--- src/rtl/decode_skid_stage.sv ---
// Purpose: decode stage; splits {pc, instr} into fields and classifies its format into a 2-entry skid buffer.
// Latency: an entry pushed at edge N is presented with o_out_valid=1 after edge N; sustains 1 entry/cycle.
// Backpressure: o_in_ready=(count<2) from registered state only; o_out_ready=0 holds the head stable.
module decode_skid_stage #(
  parameter int PC_W  = 12,
  parameter int DEPTH = 2
) (
  input  logic            i_clk,
  input  logic            i_rst_n,
  input  logic            i_flush,
  input  logic            i_in_valid,
  output logic            o_in_ready,
  input  logic [PC_W-1:0] i_in_pc,
  input  logic [31:0]     i_in_instr,
  output logic            o_out_valid,
  input  logic            i_out_ready,
  output logic [PC_W-1:0] o_out_pc,
  output logic [4:0]      o_opcode,
  output logic [4:0]      o_rd,
  output logic [4:0]      o_rs,
  output logic [4:0]      o_rt,
  output logic [4:0]      o_shamt,
  output logic [4:0]      o_aluop,
  output logic [16:0]     o_imm_raw,
  output logic [26:0]     o_target,
  output logic [1:0]      o_fmt,
  output logic            o_illegal
);

  // The pointer and count logic below only works for two entries.
  if (DEPTH != 2) begin : g_bad_depth
    $error("decode_skid_stage: DEPTH must be 2");
  end

  localparam logic [1:0] FMT_R   = 2'd0;
  localparam logic [1:0] FMT_I   = 2'd1;
  localparam logic [1:0] FMT_JI  = 2'd2;
  localparam logic [1:0] FMT_JII = 2'd3;

  typedef struct packed {
    logic [PC_W-1:0] pc;
    logic [31:0]     instr;
    logic [1:0]      fmt;
    logic            illegal;
  } entry_t;

  entry_t      r_mem [0:1];
  logic        r_head;
  logic        r_tail;
  logic [1:0]  r_count;
  logic        r_last;

  logic        w_push;
  logic        w_pop;
  logic        w_show;
  logic [1:0]  w_fmt;
  logic        w_illegal;
  entry_t      w_entry;
  entry_t      w_head;

  assign o_in_ready  = (r_count < 2'd2);
  assign o_out_valid = (r_count != 2'd0);
  assign w_push      = i_in_valid & o_in_ready;
  assign w_pop       = o_out_valid & i_out_ready;

  // Classify the incoming opcode; unknown opcodes travel as R-format flagged illegal.
  always_comb begin
    w_fmt     = FMT_R;
    w_illegal = 1'b0;
    case (i_in_instr[31:27])
      5'b00000:                                   w_fmt = FMT_R;
      5'b00101, 5'b00111, 5'b01000,
      5'b00010, 5'b00110:                         w_fmt = FMT_I;
      5'b00001, 5'b00011, 5'b10101, 5'b10110:     w_fmt = FMT_JI;
      5'b00100:                                   w_fmt = FMT_JII;
      default: begin
        w_fmt     = FMT_R;
        w_illegal = 1'b1;
      end
    endcase
  end

  assign w_entry = '{pc: i_in_pc, instr: i_in_instr, fmt: w_fmt, illegal: w_illegal};

  // When empty, keep showing the slot that was last presented so fields hold their value.
  assign w_show = o_out_valid ? r_head : r_last;
  assign w_head = r_mem[w_show];

  // Buffer state: flush squashes pointers/count and any same-cycle push or pop.
  always_ff @(posedge i_clk or negedge i_rst_n) begin
    if (!i_rst_n) begin
      for (int i = 0; i < 2; i++) begin
        r_mem[i] <= '0;
      end
      r_head  <= 1'b0;
      r_tail  <= 1'b0;
      r_count <= 2'd0;
      r_last  <= 1'b0;
    end else begin
      r_last <= w_show;
      if (i_flush) begin
        r_head  <= 1'b0;
        r_tail  <= 1'b0;
        r_count <= 2'd0;
      end else begin
        if (w_push) begin
          r_mem[r_tail] <= w_entry;
          r_tail        <= ~r_tail;
        end
        if (w_pop) begin
          r_head <= ~r_head;
        end
        case ({w_push, w_pop})
          2'b10:   r_count <= r_count + 2'd1;
          2'b01:   r_count <= r_count - 2'd1;
          default: r_count <= r_count;
        endcase
      end
    end
  end

  assign o_out_pc  = w_head.pc;
  assign o_opcode  = w_head.instr[31:27];
  assign o_rd      = w_head.instr[26:22];
  assign o_rs      = w_head.instr[21:17];
  assign o_rt      = w_head.instr[16:12];
  assign o_shamt   = w_head.instr[11:7];
  assign o_aluop   = w_head.instr[6:2];
  assign o_imm_raw = w_head.instr[16:0];
  assign o_target  = w_head.instr[26:0];
  assign o_fmt     = w_head.fmt;
  assign o_illegal = w_head.illegal;

endmodule
--- config.mk ---
export PLATFORM = sky130hd
export DESIGN_NAME = decode_skid_stage
export DESIGN_NICKNAME = d
export VERILOG_FILES = /design/src/rtl/decode_skid_stage.sv
export SDC_FILE = /design/constraint.sdc
export NUM_CORES = 1
export LEC_CHECK = 0
export BUFFER_PORTS_ARGS = -buffer_cell sky130_fd_sc_hd__buf_2
export CAP_MARGIN = 25
export CORE_MARGIN = 1
export CORE_UTILIZATION = 37
export DETAILED_ROUTE_END_ITERATION = 10
export PLACE_DENSITY = 0.71
export SLEW_MARGIN = 0
export SYNTH_ARGS = -nofsm -noshare
export SYNTH_HDL_FRONTEND = slang
export SYNTH_SLANG_ARGS = --single-unit
export TNS_END_PERCENT = 1
--- constraint.sdc ---
create_clock -name i_clk -period 4.7 [get_ports i_clk]
set_clock_uncertainty 0.1 [all_clocks]
set_input_delay 0.94 -clock i_clk [delete_from_list [all_inputs] [get_ports i_clk]]
set_output_delay 0.94 -clock i_clk [all_outputs]
set_load 0.005 [all_outputs]
==> impl_metrics.py, run 1 <==
metrics = {
    "status": {
        "run_status": "completed",
    },
    "clock_tree": {
        "holdBufCountCts": 0,
        "max-clock-path-buffers": 2,
        "htree_levels": 3,
        "cts.repair_timing.setup_buffer_count": 0,
        "cts-resized-gates": 0,
        "cts_made_buffers": 9,
        "tritoncts": "yes",
        "clockRootBuffer": "clkbuf_16",
        "clock_sinks": 99,
        "worst_skew_pair.late_latency_ns": 0.34,
        "path_clk_slew_ns": 0.07,
    },
    "global_route": {
        "track_usage": 0.164,
        "grt.overflow.total": 0,
        "grt_antenna_before_repair": 0,
        "grt_pass1_wl_mm": 16.8,
        "grt_pass1_vias": 3461,
        "grt_start_max_net_pins": 70,
    },
    "die": {
        "die-width_um": 116,
        "rows": 41,
        "core_box_area_sq_um": 12600,
        "dieArea_sq_um": 13400,
        "die-height_um": 116,
        "effective_utilization_at_floorplan": 0.379,
        "ioPinCount": 140,
    },
    "yosys": {
        "ys_seq_elements": 99,
        "ys_types": 29,
        "synth_top_area_share": 0.519,
        "ys_async_sr_fraction": 1.00,
        "synth_warnings": 0,
        "netlist_area_sq_um": 4780,
        "synth.most_common_cell": "nand2_1",
        "ys_dominant_reg_cell": "dfrtp_1",
        "netlist_top_cells_area": "dfrtp_1, nand2_1, mux2_2",
        "syn-mean-instance-area_sq_um": 9.03,
        "synth_top_cell_by_area": "dfrtp_1",
        "synth_enable_flop_cells": 0,
        "postSynthCellCount": 529,
        "ys_top_cells_by_count": "nand2_1, dfrtp_1, mux2_2",
        "synth_nets": 578,
        "synth-seq-area-share": 0.519,
    },
    "critical_path": {
        "critical-path-max-stage-delay_ns": 0.44,
        "critical_path.endpoint_type": "output pin",
        "worst-path-max-fanout": 23,
        "timing.critical_path.cells": "nor2_1, mux2i_4, buf_4, mux2_2, buf_2",
        "cp_data_required_time_ns": 3.66,
        "setup.reg_to_reg.worst_slack_ns": 2.52,
        "slowest_stage": "dfrtp_1",
        "path_class": "flip-flop to output pin",
        "cp-start-kind": "flip-flop",
        "critPathArrivalTime_ns": 2.26,
    },
    "pwr": {
        "ratio_of_total_power_to_cell_area_nw_per_um2": 462,
        "power.ir.vdd_worst_uv": 156,
        "power_leakage_uw": 0.00312,
        "post-layout-total-power_uw": 2590,
    },
    "final_layout": {
        "filler_cell_count": 1260,
        "drive_gt1_frac": 0.347,
        "ant_diodes": 0,
        "postLayoutCellArea_sq_um": 5610,
        "area_delta_synth_final_pct": 17.3,
        "fin_nets": 664,
        "fin_util": 0.444,
    },
    "timing": {
        "setup-tns-final_ns": 0,
        "setup_repair_after_global_routing_missed_its_margin": "no",
        "min_period_over_period": 0.701,
        "finalWorstPathRequiredPeriod_ns": 3.30,
        "worst_pin_slew_ns": 0.875,
        "final-max-slew-violation-count": 0,
        "maxClockFrequency_mhz": 303,
        "slew-limit-headroom": 0.417,
        "setup_viol_count_final": 0,
        "hold_violations": 0,
    },
    "place": {
        "post-dp-hpwl_mm": 7.04,
        "gp_routability_congestion": 0.743,
        "placement.cell_area_sq_um": 5310,
        "port-buffer-count": 139,
    },
    "routing": {
        "dr.pass1.iters": 6,
        "dr_total_vias": 3728,
        "wl_mm": 10.6,
        "route.antenna.remaining_nets": 0,
        "routed_via_density": 4.71,
        "drt_iter0_markers": 185,
        "count_of_unresolved_drc_violations_after_routing": 0,
        "wl_per_cell_um": 13.4,
    },
    "worst_hold_path": {
        "hold_class": "flip-flop to flip-flop",
    },
    "flow_run": {
        "maxCapViolCount": 0,
    },
}
-- routing by layer --
metal / part of all wire / track usage
met5: 0 / 0
met3: 0.046 / 0.0329
met4: 0.018 / 0.0709
met1: 0.43 / 0.199
met2: 0.50 / 0.285
-- report_power, final --
group / internal (uW) / total (uW) / leakage [uW] / switching [uW]
logic: 357 / 710 / 0.00173 / 354
clock network: 417 / 714 / 0.000146 / 298
registers: 1060 / 1170 / 0.00124 / 107
-- worst max-delay path, delay by kind of cell, from the launching register on --
kind	cells	cell delay [ns]
mux	2	0.70
buf+inv	2	0.49
flops	1	0.44
simple gates	1	0.27
-- final cells by class --
| cell class | instances | area (sq um) | area share |
|---|---|---|---|
| sequential | 99 | 2480 | 0.442 |
| timing repair buffer | 146 | 763 | 0.136 |
| tap | 172 | 215 | 0.0384 |
| inverter | 3 | 11.3 | 0.00201 |
| multi-input combinational | 356 | 1850 | 0.329 |
| clock buffer | 15 | 288 | 0.0513 |
| clock inverter | 1 | 5.00 | 0.000893 |
-- per-stage QoR --
stage / setup WS, ns / hold slack [ns] / cells
floorplan: 1.96 / 0.339 / 529
global placement: 1.82 / 0.352 / 775
detailed placement: 1.75 / 0.356 / 776
CTS: 1.37 / 0.373 / 792
global route: 1.32 / 0.394 / 792
finish: 1.40 / 0.370 / 792
-- cell families (layout without fill, tap and decap cells) --
logic type      after synthesis  in the layout  synth area share
xor+xnor                      3              3           0.00550
flops                        99             99             0.519
mux                          48             48             0.113
compound gates               16             16            0.0223
buf+inv                      74            165             0.101
simple gates                289            289             0.240
-- cells in the final DEF, fill, tap and decap left out, types with 3 or more instances in the layout --
cell type / n
nand2_1: 271
buf_2: 138
dfrtp_1: 99
mux2_2: 47
clkbuf_16: 9
buf_4: 7
o21ai_0: 5
a21oi_1: 4
clkbuf_8: 4
nor2_1: 3
inv_1: 3
xor2_1: 3
-- path summary, 6_finish.rpt --
path,start,end,depth (start not counted)
hold reg to reg,r_mem[57]$_DFFE_PN0P_,r_mem[57]$_DFFE_PN0P_,2
setup / recovery,r_count[1]$_DFFE_PN0P_,o_imm_raw[7],5
setup reg to reg,r_count[1]$_DFFE_PN0P_,r_mem[2]$_DFFE_PN0P_,4
min in group asynchronous,i_rst_n,r_mem[19]$_DFFE_PN0P_,1
max in group asynchronous,i_rst_n,r_mem[62]$_DFFE_PN0P_,2
hold / removal,r_mem[57]$_DFFE_PN0P_,r_mem[57]$_DFFE_PN0P_,2
-- sequential cells by signal, indices dropped and copies added (netlist names) --
register and flops:
r_head 1, r_count 2, r_tail 1, r_last 1
r_mem 94
No activity file was read; power rests on OpenSTA's default activity.
==> run 2, diff against run 1 <==
--- a/config.mk
+++ b/config.mk
@@ -10,7 +10,7 @@
 export CORE_MARGIN = 1
 export CORE_UTILIZATION = 37
 export DETAILED_ROUTE_END_ITERATION = 10
-export PLACE_DENSITY = 0.71
+export PLACE_DENSITY = 0.74
 export SLEW_MARGIN = 0
 export SYNTH_ARGS = -nofsm -noshare
 export SYNTH_HDL_FRONTEND = slang
==> constraint.sdc (replaced) <==
create_clock -name i_clk -period 3 [get_ports i_clk]
set_clock_uncertainty 0.1 [all_clocks]
set_input_delay 0.6 -clock i_clk [delete_from_list [all_inputs] [get_ports i_clk]]
set_output_delay 0.6 -clock i_clk [all_outputs]
set_load 0.005 [all_outputs]
==> impl_metrics.py, run 2 (synthesis gave the netlist of run 1 again) <==
metrics = {
    "critical_path": {
        "reg2reg_to": "r_mem[24]$_DFFE_PN0P_",
        "setup.reg_to_reg.worst_slack_ns": 0.86,
        "critical_path.endpoint_type": "output pin",
        "cp-start-kind": "flip-flop",
        "path_class": "flip-flop to output pin",
        "worst-path-max-fanout": 35,
        "worstReg2RegStart": "r_count[1]$_DFFE_PN0P_",
        "reg2regPathDepth": 5,
        "cp_data_required_time_ns": 2.30,
        "critPathArrivalTime_ns": 2.17,
    },
    "global_route": {
        "grt_start_max_net_pins": 52,
        "track_usage": 0.156,
        "grt.overflow.total": 0,
        "grt_pass1_wl_mm": 16.0,
        "grt_pass1_vias": 3350,
        "grt_antenna_before_repair": 1,
    },
    "clock_tree": {
        "cts-resized-gates": 0,
        "htree_levels": 3,
        "clock_sinks": 99,
        "max-clock-path-buffers": 2,
        "tritoncts": "yes",
        "worst_skew_pair.late_latency_ns": 0.34,
        "cts.repair_timing.setup_buffer_count": 0,
        "path_clk_slew_ns": 0.07,
        "cts_made_buffers": 9,
        "clockRootBuffer": "clkbuf_16",
        "holdBufCountCts": 0,
    },
    "status": {
        "run_status": "completed",
    },
    "final_layout": {
        "fin_nets": 667,
        "ant_diodes": 0,
        "filler_cell_count": 1264,
        "biggest_registers_after_layout": "r_mem x94, r_count x2",
        "mostFrequentLayoutCell": "nand2_1",
        "finalNonFillerCells": 795,
        "highest_count_cells_in_the_layout_ignoring_fill_and_taps": "nand2_1, buf_2, dfrtp_1, mux2_2",
        "largest_register_ff_count": 94,
        "multi_input_area_sq_um": 1850,
        "drive_gt1_frac": 0.353,
        "postLayoutCellArea_sq_um": 5690,
        "register_area_sq_um": 2480,
        "registers.top_by_ff_count": "r_mem",
        "area_delta_synth_final_pct": 19.1,
    },
    "timing": {
        "slew-limit-headroom": 0.538,
        "setup_viol_count_final": 0,
        "worst_pin_slew_ns": 0.692,
        "setup_repair_after_global_routing_missed_its_margin": "no",
        "hold_violations": 0,
        "setup-tns-final_ns": 0,
        "hold_slack_ns": 0.185,
        "min_period_over_period": 0.957,
        "finalWorstPathRequiredPeriod_ns": 2.87,
        "final-max-slew-violation-count": 0,
        "maxClockFrequency_mhz": 348,
    },
    "place": {
        "numPlacedInstances": 779,
        "gp_routability_congestion": 0.704,
        "placement.cell_area_sq_um": 5350,
        "post-dp-hpwl_mm": 6.64,
        "port-buffer-count": 139,
    },
    "routing": {
        "wl_mm": 9.99,
        "route.antenna.remaining_nets": 0,
        "drt_iter0_markers": 202,
        "wl_per_cell_um": 12.6,
        "dr.pass1.iters": 5,
        "dr_total_vias": 3553,
        "count_of_unresolved_drc_violations_after_routing": 0,
        "routed_via_density": 4.47,
    },
    "pwr": {
        "ratio_of_total_power_to_cell_area_nw_per_um2": 745,
        "power_leakage_uw": 0.00316,
        "power.ir.vdd_worst_uv": 294,
    },
    "die": {
        "effective_utilization_at_floorplan": 0.379,
        "ioPinCount": 140,
        "dieArea_sq_um": 13400,
        "die-width_um": 116,
        "rows": 41,
        "core_box_area_sq_um": 12600,
        "die-height_um": 116,
    },
    "worst_hold_path": {
        "hold_class": "input pin to async pin",
    },
    "flow_run": {
        "maxCapViolCount": 0,
    },
}
[run 2: cell types whose count changed in the layout (fill, tap and decap cells not counted)]
cell        delta
bufinv_16      +3
clkbuf_8       -4
clkbuf_1       -2
clkinvlp_4     +1
clkinv_4       +1
buf_4          +2
clkinv_2       +1
buf_12         +1
[run 2: cell type report]
cell class | instances | share of cell area
sequential | 99 | 0.435
multi-input combinational | 356 | 0.324
timing repair buffer | 149 | 0.140
clock buffer | 9 | 0.0396
tap | 172 | 0.0378
clock inverter | 7 | 0.0205
inverter | 3 | 0.00198
[run 2: stage by stage]
step | total power, uW | util | setup WS, ns
finish | 4240 | 0.451 | 0.128
global route | 4550 | 0.451 | 0.00162
CTS | 4310 | 0.451 | 0.0948
detailed placement | 2970 | 0.424 | 0.479
global placement | 2930 | 0.424 | 0.542
floorplan | 2660 | - | 0.598
[run 2: how the worst max path moves through the flow]
stage          slack [ns]             to  cells after the start                   start
2_1_floorplan        0.60   o_target[24]                      6  r_count[1]$_DFFE_PN0P_
3_3_place_gp         0.54  o_imm_raw[14]                      5  r_count[1]$_DFFE_PN0P_
3_5_place_dp         0.48        o_rt[2]                      5  r_count[1]$_DFFE_PN0P_
4_1_cts              0.09        o_rt[2]                      5  r_count[1]$_DFFE_PN0P_
5_1_grt             0.002  o_imm_raw[16]                      5  r_count[1]$_DFFE_PN0P_
6_report             0.13        o_rt[2]                      5  r_count[1]$_DFFE_PN0P_
[run 2: where the power goes]
group          switching, uW  internal, uW
logic                    538           566
clock network            489           813
registers                170          1660
total                   1200          3040
[run 2: critical path, stage by stage, from the launching register on]
cell and delay [ns]:
dfrtp_1 0.43, nor2_1 0.27, mux2i_4 0.34, buf_12 0.26
mux2_2 0.39, buf_2 0.13
[run 2: metal layers]
| layer | vias up | GRT usage | routed length [um] | part of all wire |
|---|---|---|---|---|
| met5 | - | 0 | 12 | 0.0012 |
| met4 | 2 | 0.0573 | 127 | 0.013 |
| met3 | 12 | 0.0324 | 411 | 0.041 |
| met2 | 94 | 0.261 | 4670 | 0.47 |
| met1 | 1653 | 0.201 | 4770 | 0.48 |
| li1 | 1792 | - | - | - |
